`src/rtl/cv32e40p_ex_muldiv_seq.sv`:
```
// cv32e40p_ex_muldiv_seq: iterative radix-2 RV32M multiply/divide sequencer with div-by-zero/overflow fast path
module cv32e40p_ex_muldiv_seq #(
    parameter int WIDTH = 32
) (
    input  logic             clk,
    input  logic             rst,
    input  logic             en_i,
    output logic             ready_o,
    input  logic [2:0]       op_i,
    input  logic [WIDTH-1:0] operand_a_i,
    input  logic [WIDTH-1:0] operand_b_i,
    input  logic [4:0]       waddr_i,
    input  logic             flush_i,
    output logic             busy_o,
    output logic             result_valid_o,
    input  logic             result_ready_i,
    output logic [WIDTH-1:0] result_o,
    output logic [4:0]       waddr_o
);
    localparam int CW = $clog2(WIDTH);
    typedef enum logic [1:0] {IDLE, CALC, FINISH} state_t;
    state_t             r_state, w_next;
    logic [CW-1:0]      r_cnt;
    logic [2:0]         r_op;
    logic [4:0]         r_waddr;
    logic [2*WIDTH-1:0] r_acc;
    logic [WIDTH-1:0]   r_b;
    logic               r_neg;
    logic               w_sa, w_sb, w_div0, w_ovf, w_accept, w_ge;
    logic [WIDTH-1:0]   w_a_abs, w_b_abs, w_qr, w_dres, w_res;
    logic [WIDTH:0]     w_mul_sum, w_rem_sh, w_diff;
    logic [2*WIDTH-1:0] w_step, w_prod;
    assign w_sa     = operand_a_i[WIDTH-1] & (op_i != 3'd3) & (op_i != 3'd5) & (op_i != 3'd7);
    assign w_sb     = operand_b_i[WIDTH-1] & (op_i != 3'd2) & (op_i != 3'd3) & (op_i != 3'd5) & (op_i != 3'd7);
    assign w_a_abs  = w_sa ? -operand_a_i : operand_a_i;
    assign w_b_abs  = w_sb ? -operand_b_i : operand_b_i;
    assign w_div0   = op_i[2] & ~|operand_b_i;
    assign w_ovf    = op_i[2] & ~op_i[0] & (operand_a_i == {1'b1, {(WIDTH-1){1'b0}}}) & (&operand_b_i);
    assign w_accept = (r_state == IDLE) & en_i & ~flush_i;
    assign w_mul_sum = {1'b0, r_acc[2*WIDTH-1:WIDTH]} + (r_acc[0] ? {1'b0, r_b} : {(WIDTH+1){1'b0}});
    assign w_rem_sh  = {r_acc[2*WIDTH-1:WIDTH], r_acc[WIDTH-1]};
    assign w_diff    = w_rem_sh - {1'b0, r_b};
    assign w_ge      = ~w_diff[WIDTH];
    assign w_step    = r_op[2] ? {(w_ge ? w_diff[WIDTH-1:0] : w_rem_sh[WIDTH-1:0]), r_acc[WIDTH-2:0], w_ge}
                               : {w_mul_sum, r_acc[WIDTH-1:1]};
    assign w_prod   = r_neg ? -r_acc : r_acc;
    assign w_qr     = r_op[1] ? r_acc[2*WIDTH-1:WIDTH] : r_acc[WIDTH-1:0];
    assign w_dres   = r_neg ? -w_qr : w_qr;
    assign w_res    = r_op[2] ? w_dres : (r_op == 3'd0 ? w_prod[WIDTH-1:0] : w_prod[2*WIDTH-1:WIDTH]);
    assign ready_o        = (r_state == IDLE);
    assign busy_o         = (r_state != IDLE);
    assign result_valid_o = (r_state == FINISH);
    assign result_o       = (r_state == FINISH) ? w_res : {WIDTH{1'b0}};
    assign waddr_o        = r_waddr;
    always_ff @(posedge clk) begin
        if (rst) r_state <= IDLE;
        else     r_state <= w_next;
    end
    always_comb begin
        w_next = r_state;
        if (flush_i) w_next = IDLE;
        else if (r_state == IDLE && en_i) w_next = (w_div0 || w_ovf) ? FINISH : CALC;
        else if (r_state == CALC && r_cnt == '0) w_next = FINISH;
        else if (r_state == FINISH && result_ready_i) w_next = IDLE;
    end
    always_ff @(posedge clk) begin
        if (rst) begin
            r_cnt   <= '0;
            r_op    <= '0;
            r_waddr <= '0;
            r_acc   <= '0;
            r_b     <= '0;
            r_neg   <= 1'b0;
        end else if (w_accept) begin
            r_cnt   <= CW'(WIDTH-1);
            r_op    <= op_i;
            r_waddr <= waddr_i;
            r_b     <= op_i[2] ? w_b_abs : w_a_abs;
            r_neg   <= (w_div0 || w_ovf) ? 1'b0 : (op_i == 3'd6 ? w_sa : w_sa ^ w_sb);
            r_acc   <= w_div0 ? {operand_a_i, {WIDTH{1'b1}}}
                     : w_ovf  ? {{WIDTH{1'b0}}, 1'b1, {(WIDTH-1){1'b0}}}
                     : {{WIDTH{1'b0}}, (op_i[2] ? w_a_abs : w_b_abs)};
        end else if (r_state == CALC) begin
            r_acc <= w_step;
            r_cnt <= r_cnt - 1'b1;
        end
    end
endmodule
```
`config.mk`:
```
export PLATFORM = sky130hd
export DESIGN_NAME = cv32e40p_ex_muldiv_seq
export DESIGN_NICKNAME = d
export VERILOG_FILES = /design/src/rtl/cv32e40p_ex_muldiv_seq.sv
export SDC_FILE = /design/constraint.sdc
export NUM_CORES = 1
export LEC_CHECK = 0
export CAP_MARGIN = 0
export CORE_MARGIN = 1
export CORE_UTILIZATION = 62
export DETAILED_ROUTE_END_ITERATION = 6
export HOLD_SLACK_MARGIN = 0.02
export PLACE_DENSITY = 0.82
export SLEW_MARGIN = 20
export SYNTH_ARGS = -nofsm -noshare
export SYNTH_HDL_FRONTEND = slang
export SYNTH_SLANG_ARGS = --single-unit
```
`constraint.sdc`:
```
create_clock -name clk -period 13.04 [get_ports clk]
set_input_delay 2.608 -clock clk [delete_from_list [all_inputs] [get_ports clk]]
set_output_delay 2.608 -clock clk [all_outputs]
set_load 0.02 [all_outputs]
```
# Word-level counts from Yosys, hierarchy flattened
# Index checks and enable logic that the tools add are counted.
word_totals:
  regBits: 112
  latch_bits: 0
  ramBits: 0
  mem_bits_ro: 0
  inputBits: 77
  out_inout_bits: 40
  word_cells: 78
  n_memories: 0
op_classes:
  n_addsub: 7
  mul: 0
  div_mod_pow: 0
  magnitude_cmp: 0
  eq_ne: 8
  shift: 0
  mux: 25
  bitwise_logic: 17
  reduce_logical: 14
ops:
  columns: ["op", "count"]
  rows:
  - ["two-way mux 32 bit", 12]
  - ["two-way mux 64 bit", 5]
  - ["negator 32 bit", 3]
  - ["negator 64 bit", 1]
  - ["adder 32 x 32 -> 33 bit", 1]
  - ["subtractor 33 x 32 -> 33 bit", 1]
  - ["equality test 32 bit, second input constant", 1]
  - ["AND reduction 32 bit", 1]
  - ["OR reduction 32 bit", 1]
  - ["AND 1 bit", 13]
  - ["two-way mux 5 bit", 2]
  - ["two-way mux 2 bit", 4]
  - ["!= test 3 x 2 -> 1 bit, second input constant", 2]
  - ["!= test 3 bit, second input constant", 2]
  - ["logical NOT 5 bit", 1]
  - ["subtractor 5 x 1 -> 5 bit, second input constant", 1]
  - ["nonzero test 2 bit", 2]
  - ["equality test 3 bit, second input constant", 1]
  - ["logical AND 1 bit", 3]
  - ["logical NOT 3 bit", 1]
  - ["NOT 1 bit", 3]
  - ["nonzero test 3 bit", 1]
  - ["equality test 2 x 1 -> 1 bit, second input constant", 1]
  - ["equality test 2 bit, second input constant", 1]
  - ["other kinds (6)", 7]

# Logic depth before layout (Yosys ltp)
# Gate-level depths: netlist of run 1.
logic_depth:
  ltp_word: 10
  mapped_depth: 18
  mapped_depth_nobuf: 13

# Worst setup path before layout of run 1
# OpenSTA, ideal clock, no wires.
synth_timing:
  path_kind: "register to output"
  from: "reg r_op[1]"
  to: "out result_o[24]"
  arrival_time_ns: 4.499
  required_time_ns: 10.432
  setup_slack_ns: 5.933
  stages_incl_launch_ff: 18
  n_path_buf: 7
  cell_sequence: "dfxtp_1 buf_2 buf_2 buf_2 buf_1 buf_1 buf_2 buf_2 mux2i_1 ha_1 o21ai_0 nor3_1 o21ai_0 o21ai_0 nand3_1 a21oi_1 xnor2_1 a211oi_1"
synth_via:
  elab_chain_cells: 5
  elab_cells_between_ends: 7
  classes_between: "add/sub: 1; mux: 5; reduce/logical: 1"
synth_rtl:
  columns: ["element", "line", "source"]
  rows:
  - ["start: declaration", "24", "logic [2:0] r_op;"]
  - ["start signal: assignment", "76", "r_op <= op_i;"]
  - ["two-way mux 32 bit", "47", "assign w_qr = r_op[1] ? r_acc[2*WIDTH-1:WIDTH] : r_acc[WIDTH-1:0];"]
  - ["negator 32 bit", "48", "assign w_dres = r_neg ? -w_qr : w_qr;"]
  - ["two-way mux 32 bit", "48", null]
  - ["two-way mux 32 bit *", "49", "assign w_res = r_op[2] ? w_dres : (r_op == 3'd0 ? w_prod[WIDTH-1:0] : w_prod[2*WIDTH-1:WIDTH]);"]
  - ["two-way mux 32 bit *", "53", "assign result_o = (r_state == FINISH) ? w_res : {WIDTH{1'b0}};"]
  - ["end: declaration", "17", "output logic [WIDTH-1:0] result_o,"]
# Mark *: on every way between the ends. The rest lies on a longest branch, timed or not.

# Worst setup path after layout of run 1
layout_timing:
  from: "reg r_acc[0]"
  to: "out result_o[28]"
layout_via:
  elab_chain_cells: 5
  elab_cells_between_ends: 8
  classes_between: "add/sub: 2; mux: 6"
layout_rtl:
  columns: ["element", "line", "source"]
  rows:
  - ["start: declaration", "26", "logic [2*WIDTH-1:0] r_acc;"]
  - ["start signal: assignment", "80", "r_acc <= w_div0 ? {operand_a_i, {WIDTH{1'b1}}}"]
  - ["start signal: assignment", "84", "r_acc <= w_step;"]
  - ["negator 64 bit or two-way mux 32 bit (tied branches)", "46, 47", null]
  - ["two-way mux 64 bit or negator 32 bit (tied branches)", "46, 48", null]
  - ["two-way mux 32 bit (on tied branches)", "49, 48", null]
  - ["two-way mux 32 bit *", "49", null]
  - ["two-way mux 32 bit *", "53", null]
# Marks and branches as above.

==> results of run 1 <==
==> synthesized netlist by cell type (37+ instances only) <==
cell / count / share of area (%)
inv_1: 75 / 1.9
a21oi_1: 229 / 7.8
mux2i_1: 75 / 5.1
dfxtp_1: 112 / 15
xnor2_1: 83 / 4.9
nor2_1: 219 / 5.6
o21ai_0: 147 / 5.0
ha_1: 71 / 6.0
a31oi_1: 38 / 1.6
o211ai_1: 37 / 1.9
clkbuf_1: 149 / 3.8
nor3_1: 100 / 3.4
xor2_1: 78 / 4.7
a211oi_1: 41 / 2.1
nand2_1: 264 / 6.7
==> registers in the layout (all words and copies together) (netlist names) <==
| register | flops |
|---|---|
| r_cnt | 5 |
| r_neg | 1 |
| waddr_o | 5 |
| r_op | 3 |
| r_b | 32 |
| r_state | 2 |
| r_acc | 64 |
==> critical path, delay by kind of cell, from the launching register on <==
kind / cells / cell delay [ns]
simple gates: 5 / 1.82
buf+inv: 3 / 1.11
fa+ha+maj: 1 / 0.27
flops: 1 / 0.38
xor+xnor: 1 / 0.16
compound gates: 4 / 0.99
==> layer usage <==
layer | global-route usage (%) | vias up | share of wire, %
met3 | 9.44 | 190 | 13
met2 | 66.5 | 1210 | 40
met1 | 60.5 | 7838 | 40
met5 | 0 | - | 0
li1 | - | 7906 | -
met4 | 26.7 | 0 | 6.6
==> placed cells by master, fill, tap and decap left out, drive strengths merged, types with 20 or more instances in the layout <==
cell / count
a211oi: 42
a21o: 31
a21oi: 229
a221oi: 20
a31oi: 38
buf: 30
clkdlybuf4s50: 114
dfxtp: 112
ha: 71
inv: 77
mux2i: 75
nand2: 265
nand2b: 23
nand3: 36
nand4: 24
nor2: 220
nor3: 102
nor4: 24
o211ai: 37
o21ai: 171
o31ai: 27
or3: 23
xnor2: 83
xor2: 78
==> logic make-up (layout without fill, tap and decap cells) <==
logic type | Yosys count | after routing | synth area share [%]
AND/OR/NAND/NOR | 794 | 794 | 25.6
XOR/XNOR | 161 | 161 | 9.60
flip-flops | 112 | 112 | 15.3
AO/OA/AOI/OAI | 712 | 712 | 30.2
multiplexers | 87 | 87 | 6.03
adder cells (fa/ha/maj) | 73 | 73 | 6.32
buffers and inverters | 265 | 236 | 6.96
==> power groups by stage <==
| stage | Sequential [mW] | Clock (mW) | Combinational, mW |
|---|---|---|---|
| after global routing | 0.427 | 0.297 | 0.750 |
| after floorplan | 0.390 | 0 | 0.508 |
| after detailed placement | 0.429 | 0 | 0.668 |
| after CTS | 0.421 | 0.285 | 0.673 |
| final | 0.425 | 0.286 | 0.697 |
| after global placement | 0.428 | 0 | 0.658 |
==> per-stage QoR <==
stage                     hold WS, ns  instances  area [um2]
after CTS                       0.458       2488       16000
final                           0.455       2488       16000
after global placement          0.440       2472       15700
after floorplan                 0.432       2204       14700
after detailed placement        0.446       2472       15700
after global routing            0.482       2488       16000
==> final cells by class <==
type / instances / area [um2]
multi-input combinational: 1827 / 11400
fill: 2076 / 6880
sequential: 112 / 2250
timing repair buffer: 144 / 1360
tap: 313 / 392
inverter: 76 / 285
clock buffer: 9 / 225
clock inverter: 7 / 75.1
==> how the worst max path moves through the flow <==
stage          startpoint           end  slack [ns]  cells after the start
2_1_floorplan     r_op[1]  result_o[24]        5.93                     17
3_3_place_gp     r_acc[0]  result_o[24]        6.09                     14
3_5_place_dp     r_acc[0]  result_o[28]        5.94                     14
4_1_cts          r_acc[0]  result_o[28]        5.53                     14
5_1_grt          r_acc[0]  result_o[28]        5.06                     14
6_report         r_acc[0]  result_o[28]        5.34                     14
==> key figures, run 1 <==
Floorplanning
  • I/O pins: 117
  • Row count: 55
  • Starting Density: 64.1%
  • Die Area: 24300 um2
  • Core area: 22900 um2
  • Die extent in y: 156 um
  • Die width: 156 um

Clock network
  • CTS resizes: 0
  • Clock Tree Buf Depth: 2
  • # hold bufs at CTS: 0
  • Latest clock arrival within the worst-skew pair: 0.37 ns
  • Setup repair bufs after CTS: 0
  • CTS tree: built
  • Cts bufs inserted: 9
  • Root Driver: clkbuf_16
  • Clk slew on worst S/H paths: 0.08 ns
  • Clock sink total: 112
  • Htree depth: 3

Timing
  • Tmin final: 7.70 ns
  • Worst-Margin Slew: 1.15 ns
  • Final hold vios: 0
  • Unrepaired setup endpoints after global routing: no
  • Setup ws final: 5.34 ns
  • Max Slew Vio Count: 0
  • Worst clock skew: 0.0131 ns
  • Fin crit share: 59.0%
  • Setup TNS: 0 ns
  • Setup violations, final: 0
  • Slew headroom: 22.8%
  • Fmax: 0.130 GHz

Logic synthesis
  • Synth cell types: 89
  • Mapped Area: 14700 um2
  • Syn_nets: 2354
  • Asr flop ratio synth: 0%
  • Number of enable flip-flop cells after synthesis: 0
  • #FFs+latches synth: 112
  • Mean post-synth cell area: 6.66 um2
  • Ys flop type: dfxtp_1
  • Cells after Synth: 2204
  • Sequential share of the synthesized area: 15.3%
  • Ys Warns: 0

Power and ir drop
  • Int Power: 0.763 mW
  • Sw Ratio: 45.8%
  • Leakage: 5.89 nW
  • Power per standard cell area: 87.9 nW/um2
  • Total Power: 1.41 mW
  • Switching power of the nets: 0.646 mW
  • Clock Power Share: 20.3%
  • Comb power frac: 49.5%
  • Sequential power share: 30.2%
  • Worst VDD drop: 64.7 uV

Routing
  • Number of vias per cell: 6.89
  • Drt first pass iters: 7
  • Initial drt markers: 2624
  • ANT nets after route: 0
  • Total number of vias: 17.1k
  • Final WL: 55.6 mm
  • Number of remaining DRC errors: 0
  • Wire length per cell: 22.4 um

Worst hold path
  • Hold crit path type: register to register
  • Worst min-delay path startpoint: r_b[8]
  • Hold Path End: r_b[8]
  • Hold depth: 2

Place
  • Gpl congestion: 1.05
  • Post-DP HPWL: 41.3 mm
  • Post-Place Setup Slack: 5.94 ns
  • Port Buf Inserts: 116

Critical path
  • Slowest-stage cell, CP: clkdlybuf4s50_1
  • Setup CP Type: register to primary output
  • Worst Path Required: 10.43 ns
  • Reg2reg end: r_acc[39]
  • Worst R2R Setup Slack: 8.41 ns
  • Reg-to-Reg Start: r_acc[31]
  • Startpoint Class: register
  • CP arrival: 5.09 ns
  • Reg2Reg Depth: 13
  • Crit path capture type: primary output
  • CP cell instances: inv_1, buf_4, ha_1, or3b_1, nor4_2, nand3_1, nor3_2, nand3_1, o21ai_1, o21ai_1, xor2_1, a211oi_1, a211oi_1, clkdlybuf4s50_1
  • Crit-path max cell delay: 0.64 ns
  • Critical path peak fanout: 32

Layout
  • Final #Nets: 2320
  • Final core utilization: 70.0%
  • ANT cells: 0
  • Share of layout cells above drive strength 1: 4.64%
  • Area growth, synth to finish: 9.16%

GRT
  • Number of global-route vias before repair: 15.5k
  • Largest net degree at the start of global routing: 85
  • First-pass GRT wire length: 85.7 mm
  • Total gr overflow: 0
  • Initial antenna violation count: 0
  • Gr usage total: 45.2%

Run
  • Max cap viols: 0

Run status
  • Status: completed
No activity file was read; power rests on OpenSTA's default activity.
==> run 2, diff against run 1 <==
Settings changed: CORE_UTILIZATION 62 to 61, PLACE_DENSITY 0.82 to 0.81.
Clock period 13.04 ns to 7.6 ns, I/O delays scaled along.
==> run 2 against run 1 <==
Compared with the run above:
- critical endpoint is now result_o[10]
- largest cell class unchanged
- global-route usage rose by 0.54 points
- power rose by 74%
- clock skew fell by 0.0016 ns
- cell count rose by 0.40%
- sequential share of layout area barely moved
- count of clock-buffer cells in the layout rose by 1
- largest power group unchanged
- routed wire length rose by 2.3%
- die area rose by 1.6%
- critical path type unchanged
- sequential cell count did not move
==> key figures, run 2 (synthesized netlist as in run 1, its figures left out) <==
Run status
  • Status: completed

Layout
  • ANT cells: 0 (unchanged)
  • Multi-input combinational cell area: 11500 um2 (about the same)
  • Final-layout fill cell count: 2205 (+6.2%)
  • Storage element area: 2250 um2 (unchanged)
  • Final #Nets: 2324 (+0.17%)
  • Design Area, Final: 16100 um2 (+0.30%)
  • Share of layout cells above drive strength 1: 4.77% (+0.13 points)
  • Most frequent cells in the layout: nand2_1 (264), a21oi_1 (229), nor2_1 (217)
  • Most common cell after layout, fill and taps aside: nand2_1
  • Area growth, synth to finish: 9.49%
  • Largest registers: r_acc (64), r_b (32)
  • Final core utilization: 68.3% (-1.7 points)
  • Largest register FFs: 64 (unchanged)
  • Top reg by flops: r_acc

GRT
  • Number of global-route vias before repair: 15.6k (+0.63%)
  • Largest net degree at the start of global routing: 79 (-7.1%)
  • Initial antenna violation count: 0 (unchanged)
  • Gr usage total: 45.7% (+0.54 points)
  • First-pass GRT wire length: 87.1 mm (+1.6%)
  • Total gr overflow: 0 (unchanged)

Floorplanning
  • Starting Density: 62.4% (-1.7 points)
  • Die Area: 24700 um2 (+1.6%)
  • Die width: 157 um (+0.81%)
  • I/O pins: 117 (unchanged)
  • Die extent in y: 157 um (+0.81%)
  • Core area: 23500 um2 (+2.7%)
  • Row count: 56 (+1.8%)

Timing
  • Fmax: 0.165 GHz
  • Final hold vios: 0 (unchanged)
  • Tmin final: 6.08 ns
  • Setup violations, final: 0 (unchanged)
  • Slew headroom: 34.5% (+12 points)
  • Setup TNS: 0 ns (unchanged)
  • Max Slew Vio Count: 0 (unchanged)
  • Worst clock skew: 0.0116 ns (-0.00158 ns)
  • Unrepaired setup endpoints after global routing: no
  • Fin crit share: 80.0%
  • Worst-Margin Slew: 0.980 ns (-0.174 ns)

Clock network
  • Latest clock arrival within the worst-skew pair: 0.37 ns (about the same)
  • Clk slew on worst S/H paths: 0.08 ns (about the same)
  • Setup repair bufs after CTS: 0 (unchanged)
  • Clock sink total: 112 (unchanged)
  • Root Driver: clkbuf_16
  • CTS tree: built
  • CTS resizes: 0 (unchanged)
  • Htree depth: 3 (unchanged)
  • # hold bufs at CTS: 0 (unchanged)
  • Clock Tree Buf Depth: 2 (unchanged)
  • Cts bufs inserted: 9 (unchanged)

Place
  • Dpl cell area: 15800 um2 (+0.29%)
  • Port Buf Inserts: 116 (unchanged)
  • Post-DP HPWL: 42.7 mm (+3.5%)
  • Gpl congestion: 1.02 (-3.3%)

Routing
  • Number of remaining DRC errors: 0 (unchanged)
  • Drt first pass iters: 7 (unchanged)
  • Final WL: 56.9 mm (+2.3%)
  • Initial drt markers: 2647 (+0.88%)
  • Total number of vias: 17.3k (+0.73%)
  • Number of vias per cell: 6.91 (+0.33%)
  • ANT nets after route: 0 (unchanged)
  • Wire length per cell: 22.8 um (+1.9%)

Worst hold path
  • Hold crit path type: register to register

Critical path
  • Slowest-stage cell, CP: clkdlybuf4s50_1
  • Worst Path Required: 6.08 ns (-4.35 ns)
  • Setup CP Type: register to primary output
  • CP arrival: 4.56 ns (-0.53 ns)
  • Crit path capture type: primary output
  • Startpoint Class: register
  • Crit-path max cell delay: 0.56 ns (-0.08 ns)
  • Critical path peak fanout: 8 (-75%)
  • CP cell instances: inv_1, ha_1, or3b_1, nor4_2, nand4_1, nor3_1, nand3_1, o41ai_1, o21ai_1, a32oi_1, o21ai_0, clkdlybuf4s50_1

Run
  • Max cap viols: 0 (unchanged)

Power and ir drop
  • Total Power: 2.46 mW (+74%)
  • Worst VDD drop: 119 uV (+84%)
  • Leakage: 5.91 nW (+0.40%)
  • Power per standard cell area: 153 nW/um2 (+74%)
## run 2: changes by cell type in the layout (fill, tap and decap cells not counted), moves of 2 or more
cell / before / now
inv_6: 2 / 0
inv_8: 0 / 2
buf_4: 29 / 33
clkinv_8: 2 / 0
## run 2: critical path: cells and delay by family (launching register included)
| family | cells | cell delay (ns) |
|---|---|---|
| AO/OA/AOI/OAI | 4 | 0.76 |
| adder cells (fa/ha/maj) | 1 | 0.18 |
| AND/OR/NAND/NOR | 5 | 2.21 |
| flip-flops | 1 | 0.37 |
| buffers and inverters | 2 | 0.66 |
## run 2: area by class of cell
class	instances	share of cell area (%)
well taps	319	2.48
clock buffers	10	1.42
clock inverters	6	0.467
flip-flops and latches	112	14.0
multi-input cells	1827	71.2
inverters	76	1.77
repair buffers	148	8.67
## run 2: power breakdown
| group | switching (mW) | leakage, nW | total [mW] | internal (mW) |
|---|---|---|---|---|
| clock | 0.255 | 0.147 | 0.518 | 0.262 |
| sequential | 0.103 | 0.921 | 0.733 | 0.629 |
| combinational | 0.758 | 4.85 | 1.21 | 0.450 |
## run 2: metal layers
metal | vias up | GRT usage, % | share of wire (%)
met5 | - | 0 | 0
met4 | 0 | 29.0 | 6.5
met3 | 196 | 8.12 | 12
met2 | 1232 | 67.4 | 42
met1 | 7923 | 61.2 | 40
li1 | 7918 | - | -
## run 2: stage by stage
| stage | instances | setup WS [ns] | hold slack, ns |
|---|---|---|---|
| after floorplan | 2204 | 1.58 | 0.432 |
| after global placement | 2482 | 2.21 | 0.440 |
| after detailed placement | 2482 | 2.05 | 0.452 |
| after CTS | 2498 | 1.64 | 0.461 |
| after global routing | 2498 | 1.06 | 0.487 |
| final | 2498 | 1.52 | 0.463 |
## run 2: final timing paths
check	from	to	slack (ns)	depth (start not counted)
hold / removal	r_b[30]	r_b[30]	0.46	2
setup reg to reg	r_acc[31]	r_acc[58]	2.60	13
setup / recovery	r_acc[0]	result_o[10]	1.52	12
hold reg to reg	r_b[30]	r_b[30]	0.46	2
